--- src/rtl/clock_phase_sequencer_if.sv ---
`default_nettype none
// +----------------------------------------------------------------------+
// | clock_phase_sequencer_if                                             |
// | Control inputs and phase/strobe outputs of the clock phase sequencer |
// | Revision: 1.0                                                        |
// +----------------------------------------------------------------------+
interface clock_phase_sequencer_if #(
    parameter int DIV_WIDTH  = 8,
    parameter int NUM_PHASES = 5,
    parameter int CNT_WIDTH  = 32
) ();
    logic                  run;
    logic                  step_req;
    logic                  hold;
    logic [DIV_WIDTH-1:0]  div;
    logic                  tick;
    logic [NUM_PHASES-1:0] phase;
    logic                  instr_done;
    logic                  step_ack;
    logic                  busy;
    logic [CNT_WIDTH-1:0]  instr_count;

    modport master (
        output run, step_req, hold, div,
        input  tick, phase, instr_done, step_ack, busy, instr_count
    );

    modport slave (
        input  run, step_req, hold, div,
        output tick, phase, instr_done, step_ack, busy, instr_count
    );
endinterface
`default_nettype wire

--- src/rtl/clock_phase_sequencer.sv ---
`default_nettype none
// +----------------------------------------------------------------------+
// | clock_phase_sequencer                                                |
// | Programmable-rate tick strobe and one-hot instruction phase stepper  |
// | Revision: 1.0                                                        |
// +----------------------------------------------------------------------+
module clock_phase_sequencer #(
    parameter int DIV_WIDTH  = 8,
    parameter int NUM_PHASES = 5,
    parameter int CNT_WIDTH  = 32
) (
    input  wire logic                  clk,
    input  wire logic                  reset,
    clock_phase_sequencer_if.slave     bus
);
    typedef enum logic [1:0] {
        S_IDLE = 2'd0,
        S_RUN  = 2'd1,
        S_STEP = 2'd2
    } state_t;

    localparam logic [NUM_PHASES-1:0] PHASE_IF = {{(NUM_PHASES-1){1'b0}}, 1'b1};

    state_t                state;
    logic [DIV_WIDTH-1:0]  counter;
    logic [NUM_PHASES-1:0] phase_q;
    logic                  tick_w;
    logic                  done_w;

    // Tick depends on Hold combinationally so a stall takes effect in the same cycle.
    assign tick_w         = (state != S_IDLE) && (counter == '0) && !bus.hold;
    assign done_w         = tick_w && phase_q[NUM_PHASES-1];
    assign bus.tick       = tick_w;
    assign bus.instr_done = done_w;
    assign bus.busy       = (state != S_IDLE);
    assign bus.phase      = phase_q;

    always_ff @(posedge clk) begin
        if (!reset) begin
            state           <= S_IDLE;
            counter         <= '0;
            phase_q         <= PHASE_IF;
            bus.instr_count <= '0;
            bus.step_ack    <= 1'b0;
        end else begin
            bus.step_ack <= 1'b0;
            case (state)
                S_IDLE: begin
                    if (bus.run) begin
                        state   <= S_RUN;
                        counter <= bus.div;
                    end else if (bus.step_req) begin
                        state   <= S_STEP;
                        counter <= bus.div;
                    end
                end
                S_RUN, S_STEP: begin
                    if (counter != '0) begin
                        counter <= counter - 1'b1;
                    end else if (!bus.hold) begin
                        counter <= bus.div;
                        phase_q <= {phase_q[NUM_PHASES-2:0], phase_q[NUM_PHASES-1]};
                        if (phase_q[NUM_PHASES-1]) begin
                            bus.instr_count <= bus.instr_count + 1'b1;
                            // A stepped instruction always ends; a free run ends only once Run drops.
                            if (state == S_STEP) begin
                                state        <= S_IDLE;
                                bus.step_ack <= 1'b1;
                            end else if (!bus.run) begin
                                state <= S_IDLE;
                            end
                        end
                    end
                end
                default: state <= S_IDLE;
            endcase
        end
    end
endmodule
`default_nettype wire
--- src/flat_wrapper.sv ---
// flat-port wrapper written by rule: the top's interface ports become plain ports
module clock_phase_sequencer_flat 
#(
    parameter int DIV_WIDTH  = 8,
    parameter int NUM_PHASES = 5,
    parameter int CNT_WIDTH  = 32
)
  (clk, reset, bus_run, bus_step_req, bus_hold, bus_div, bus_tick, bus_phase, bus_instr_done, bus_step_ack, bus_busy, bus_instr_count);
  clock_phase_sequencer_if #(.DIV_WIDTH(DIV_WIDTH), .NUM_PHASES(NUM_PHASES), .CNT_WIDTH(CNT_WIDTH)) bus_i ();
  input  wire logic clk;
  input  wire logic reset;
  input wire logic [$bits(bus_i.run)-1:0] bus_run;
  input wire logic [$bits(bus_i.step_req)-1:0] bus_step_req;
  input wire logic [$bits(bus_i.hold)-1:0] bus_hold;
  input wire logic [$bits(bus_i.div)-1:0] bus_div;
  output wire logic [$bits(bus_i.tick)-1:0] bus_tick;
  output wire logic [$bits(bus_i.phase)-1:0] bus_phase;
  output wire logic [$bits(bus_i.instr_done)-1:0] bus_instr_done;
  output wire logic [$bits(bus_i.step_ack)-1:0] bus_step_ack;
  output wire logic [$bits(bus_i.busy)-1:0] bus_busy;
  output wire logic [$bits(bus_i.instr_count)-1:0] bus_instr_count;
  assign bus_i.run = bus_run;
  assign bus_i.step_req = bus_step_req;
  assign bus_i.hold = bus_hold;
  assign bus_i.div = bus_div;
  assign bus_tick = bus_i.tick;
  assign bus_phase = bus_i.phase;
  assign bus_instr_done = bus_i.instr_done;
  assign bus_step_ack = bus_i.step_ack;
  assign bus_busy = bus_i.busy;
  assign bus_instr_count = bus_i.instr_count;
  clock_phase_sequencer #(.DIV_WIDTH(DIV_WIDTH), .NUM_PHASES(NUM_PHASES), .CNT_WIDTH(CNT_WIDTH)) u_core (.clk(clk), .reset(reset), .bus(bus_i));
endmodule
--- config.mk ---
export PLATFORM = sky130hd
export DESIGN_NAME = clock_phase_sequencer_flat
export DESIGN_NICKNAME = d
export VERILOG_FILES = /design/src/rtl/clock_phase_sequencer_if.sv /design/src/rtl/clock_phase_sequencer.sv /design/src/flat_wrapper.sv
export SDC_FILE = /design/constraint.sdc
export NUM_CORES = 1
export LEC_CHECK = 0
export ABC_AREA = 1
export BUFFER_PORTS_ARGS = -buffer_cell sky130_fd_sc_hd__buf_2
export CORE_UTILIZATION = 40
export CTS_BUF_LIST = sky130_fd_sc_hd__clkbuf_8
export CTS_CLUSTER_SIZE = 24
export DETAILED_ROUTE_END_ITERATION = 16
export GPL_TIMING_DRIVEN = 0
export PLACE_DENSITY = 0.61
export SYNTH_ARGS = -nofsm -noshare
export SYNTH_HDL_FRONTEND = slang
export SYNTH_SLANG_ARGS = --single-unit
--- constraint.sdc ---
create_clock -name clk -period 2.2 [get_ports clk]
set_input_delay 0.44 -clock clk [delete_from_list [all_inputs] [get_ports clk]]
set_output_delay 0.44 -clock clk [all_outputs]
set_load 0.05 [all_outputs]
==> results.sh <==
export IMPL_status="complete, no violations"
export IMPL_cts_max_path_buffers=2
export IMPL_max_cap_violations=0
export IMPL_ctsHoldBuffers=0
export IMPL_n_antenna_cell=0
export IMPL_cpPeakStageDelay_ns=0.33
export IMPL_cts_buffers=5
export IMPL_hold_path_depth=5
export IMPL_cts_root_buf="clkbuf_8"
export IMPL_avgSynthCellArea_sq_um=6.21
export IMPL_final_nets=548
export IMPL_critPathMaxFanout=6
export IMPL_cts_tree="built"
export IMPL_tightest_slew_ns=0.561
export IMPL_start_kind="flip-flop"
export IMPL_yosysSeqAreaShare=0.329
export IMPL_rr_worst_depth=9
export IMPL_final_core_util=0.491
export IMPL_num_rows=30
export IMPL_fin_setup_tns_ns=0
export IMPL_finalClockSkew_ns=0.0125
export IMPL_synthCells=471
export IMPL_crit_path_cell_trace="inv_1 -> ha_1 -> nand2_2 -> nor2_8 -> nand2_1 -> nor2_1 -> buf_2"
export IMPL_track_usage=0.208
export IMPL_drv_slew=0
export IMPL_hold_path_class="input pin to flip-flop"
export IMPL_wl_um=7420
export IMPL_finalCriticalPeriod_ns=2.05
export IMPL_final_area_sq_mm=0.00341
export IMPL_via_count=3058
export IMPL_synth_warnings=0
export IMPL_die_area_sq_mm=0.00765
export IMPL_core_area_sq_mm=0.00694
export IMPL_final_cell_mix="nand2_1, nor2_1, buf_2"
export IMPL_top_level_ports=54
export IMPL_fmax_mhz=487
export IMPL_drc=0
export IMPL_synth_cell_types=32
export IMPL_clkLatencyLatePin_ns=0.31
export IMPL_grt_ovfl_total=0
export IMPL_syn_nets=489
export IMPL_final_common_cell="nand2_1"
export IMPL_p_leak_nw=1.42
export IMPL_clkTransAtPathRegs_ns=0.09
export IMPL_regToRegSetupSlack_ns=0.25
export IMPL_grt_pass1_vias=2807
export IMPL_fp_dieW_um=87.5
export IMPL_wl_per_cell_um=11.8
export IMPL_timing_final_crit_share=0.933
export IMPL_grt_pass1_wl_um=12600
export IMPL_finalSetupViolations=0
export IMPL_syn_to_final_growth_pct=16.6
export IMPL_worst_path_buf_inv=2
export IMPL_clock_sinks=48
export IMPL_portBuffers=52
export IMPL_end_kind="primary output"
export IMPL_via_per_inst=4.88
export IMPL_path_depth=7
export IMPL_rsz0062_at_grt="false"
export IMPL_drive_above_1_share=0.168
export IMPL_arrival_ns=1.61
export IMPL_gp_congestion=0.911
export IMPL_ir_drop_v=0.000650
export IMPL_first_pass_iters=4
export IMPL_start_util=0.421
export IMPL_finalHoldViolCount=0
export IMPL_max_slew_margin=0.626
export IMPL_critPathRequiredTime_ns=1.76
export IMPL_worstSetupPathType="flip-flop to primary output"
export IMPL_whs_ns=0.446
export IMPL_crit_slowest_cell="dfxtp_1"
export IMPL_ant_nets=0
export IMPL_grt_start_max_net_pins=16
export IMPL_synth_seq_cells=48
export IMPL_die_y_um=87.5
export IMPL_antenna_found_initial=0
export IMPL_htree_levels=2
export IMPL_syn_area_sq_mm=0.00292
export IMPL_crit_family="simple AND/OR/NAND/NOR gates"
export IMPL_hpwlAfterDp_um=5630
export IMPL_drt_iter0_markers=147
export IMPL_dpl_cell_area_sq_mm=0.00331
export IMPL_p_per_area_mw_per_mm2=817
export IMPL_p_total_mw=2.78
[metal layers]
layer / GRT usage / part of all wire / vias to the layer above
li1: - / - / 1595
met1: 0.255 / 0.46 / 1394
met2: 0.377 / 0.49 / 63
met3: 0.0341 / 0.040 / 6
met4: 0.0462 / 0.0082 / 0
met5: 0 / 0 / -
[timing repair]
item	in CTS	in global routing
resized for setup	0	1
buffers inserted	0	0
endpoints found under the setup margin	0	1
[cells by family (layout without fill, tap and decap cells)]
kind of cell,count (synthesis),in the layout,share of synthesized area
xor+xnor,12,12,0.0360
simple gates,290,290,0.424
flops,48,48,0.329
compound gates,62,62,0.110
buf+inv,54,114,0.0796
fa+ha+maj,5,5,0.0214
[layout make-up]
| cell class | count | area (sq um) |
|---|---|---|
| multi-input combinational | 369 | 1730 |
| clock inverter | 2 | 15.0 |
| tap | 96 | 120 |
| sequential | 48 | 961 |
| clock buffer | 6 | 82.6 |
| buffer | 12 | 73.8 |
| fill | 771 | 3540 |
| timing repair buffer | 52 | 263 |
| inverter | 42 | 159 |
[state kept, by name, indices dropped and copies added, names as in the netlist]
name,cells
u_core.bus.phase,5
u_core.state,2
u_core.counter,8
u_core.bus.step_ack,1
u_core.bus.instr_count,32
[power by group]
group          leakage [nW]  internal (mW)  switching [mW]
combinational         0.986          0.380           0.754
sequential            0.389          0.966           0.106
clock                0.0434          0.255           0.322
total                  1.42           1.60            1.18
[tightest hold or removal path: cells and delay by family]
family | cells | cell delay [ns]
and+or+nand+nor | 3 | 0.15
buffers and inverters | 1 | 0.07
AOI/OAI and AO/OA | 1 | 0.06
[synth_stat cells]
cell	count	share of area
nand4_4	1	0.0073
o21ai_0	19	0.033
buf_2	1	0.0017
dfxtp_1	48	0.33
buf_1	1	0.0013
clkbuf_1	4	0.0051
xnor2_1	3	0.0090
a21oi_2	1	0.0030
inv_1	40	0.051
nand4_2	1	0.0043
o21ai_2	1	0.0030
ha_1	5	0.021
buf_6	2	0.0077
o21a_1	1	0.0026
nor2_1	79	0.10
buf_4	3	0.0077
clkbuf_2	1	0.0017
nor3_2	1	0.0034
nor2_2	5	0.011
nand2_2	3	0.0064
nor2_4	4	0.015
a21oi_1	39	0.067
nand2_1	161	0.21
inv_2	1	0.0013
nand3_1	31	0.053
nand3b_1	1	0.0026
clkinv_2	1	0.0017
xor2_1	9	0.027
a211oi_1	1	0.0026
nor2_8	1	0.0068
nand2_4	1	0.0039
nor3_1	1	0.0017
[stage by stage]
| step | std cells | setup WS [ns] |
|---|---|---|
| 3_5_place_dp | 619 | 0.264 |
| 5_1_grt | 627 | 0.0126 |
| 6_report | 627 | 0.148 |
| 4_1_cts | 627 | 0.0954 |
| 3_3_place_gp | 619 | 0.272 |
| 2_1_floorplan | 471 | 0.157 |
[worst paths after layout]
check                           start             endpoint
setup / recovery    u_core.counter[0]             bus_tick
hold / removal             bus_div[4]    u_core.counter[4]
setup reg to reg      u_core.state[1]    u_core.counter[0]
hold reg to reg   u_core.bus.phase[3]  u_core.bus.phase[3]
Power figures use the tool's default switching activity.
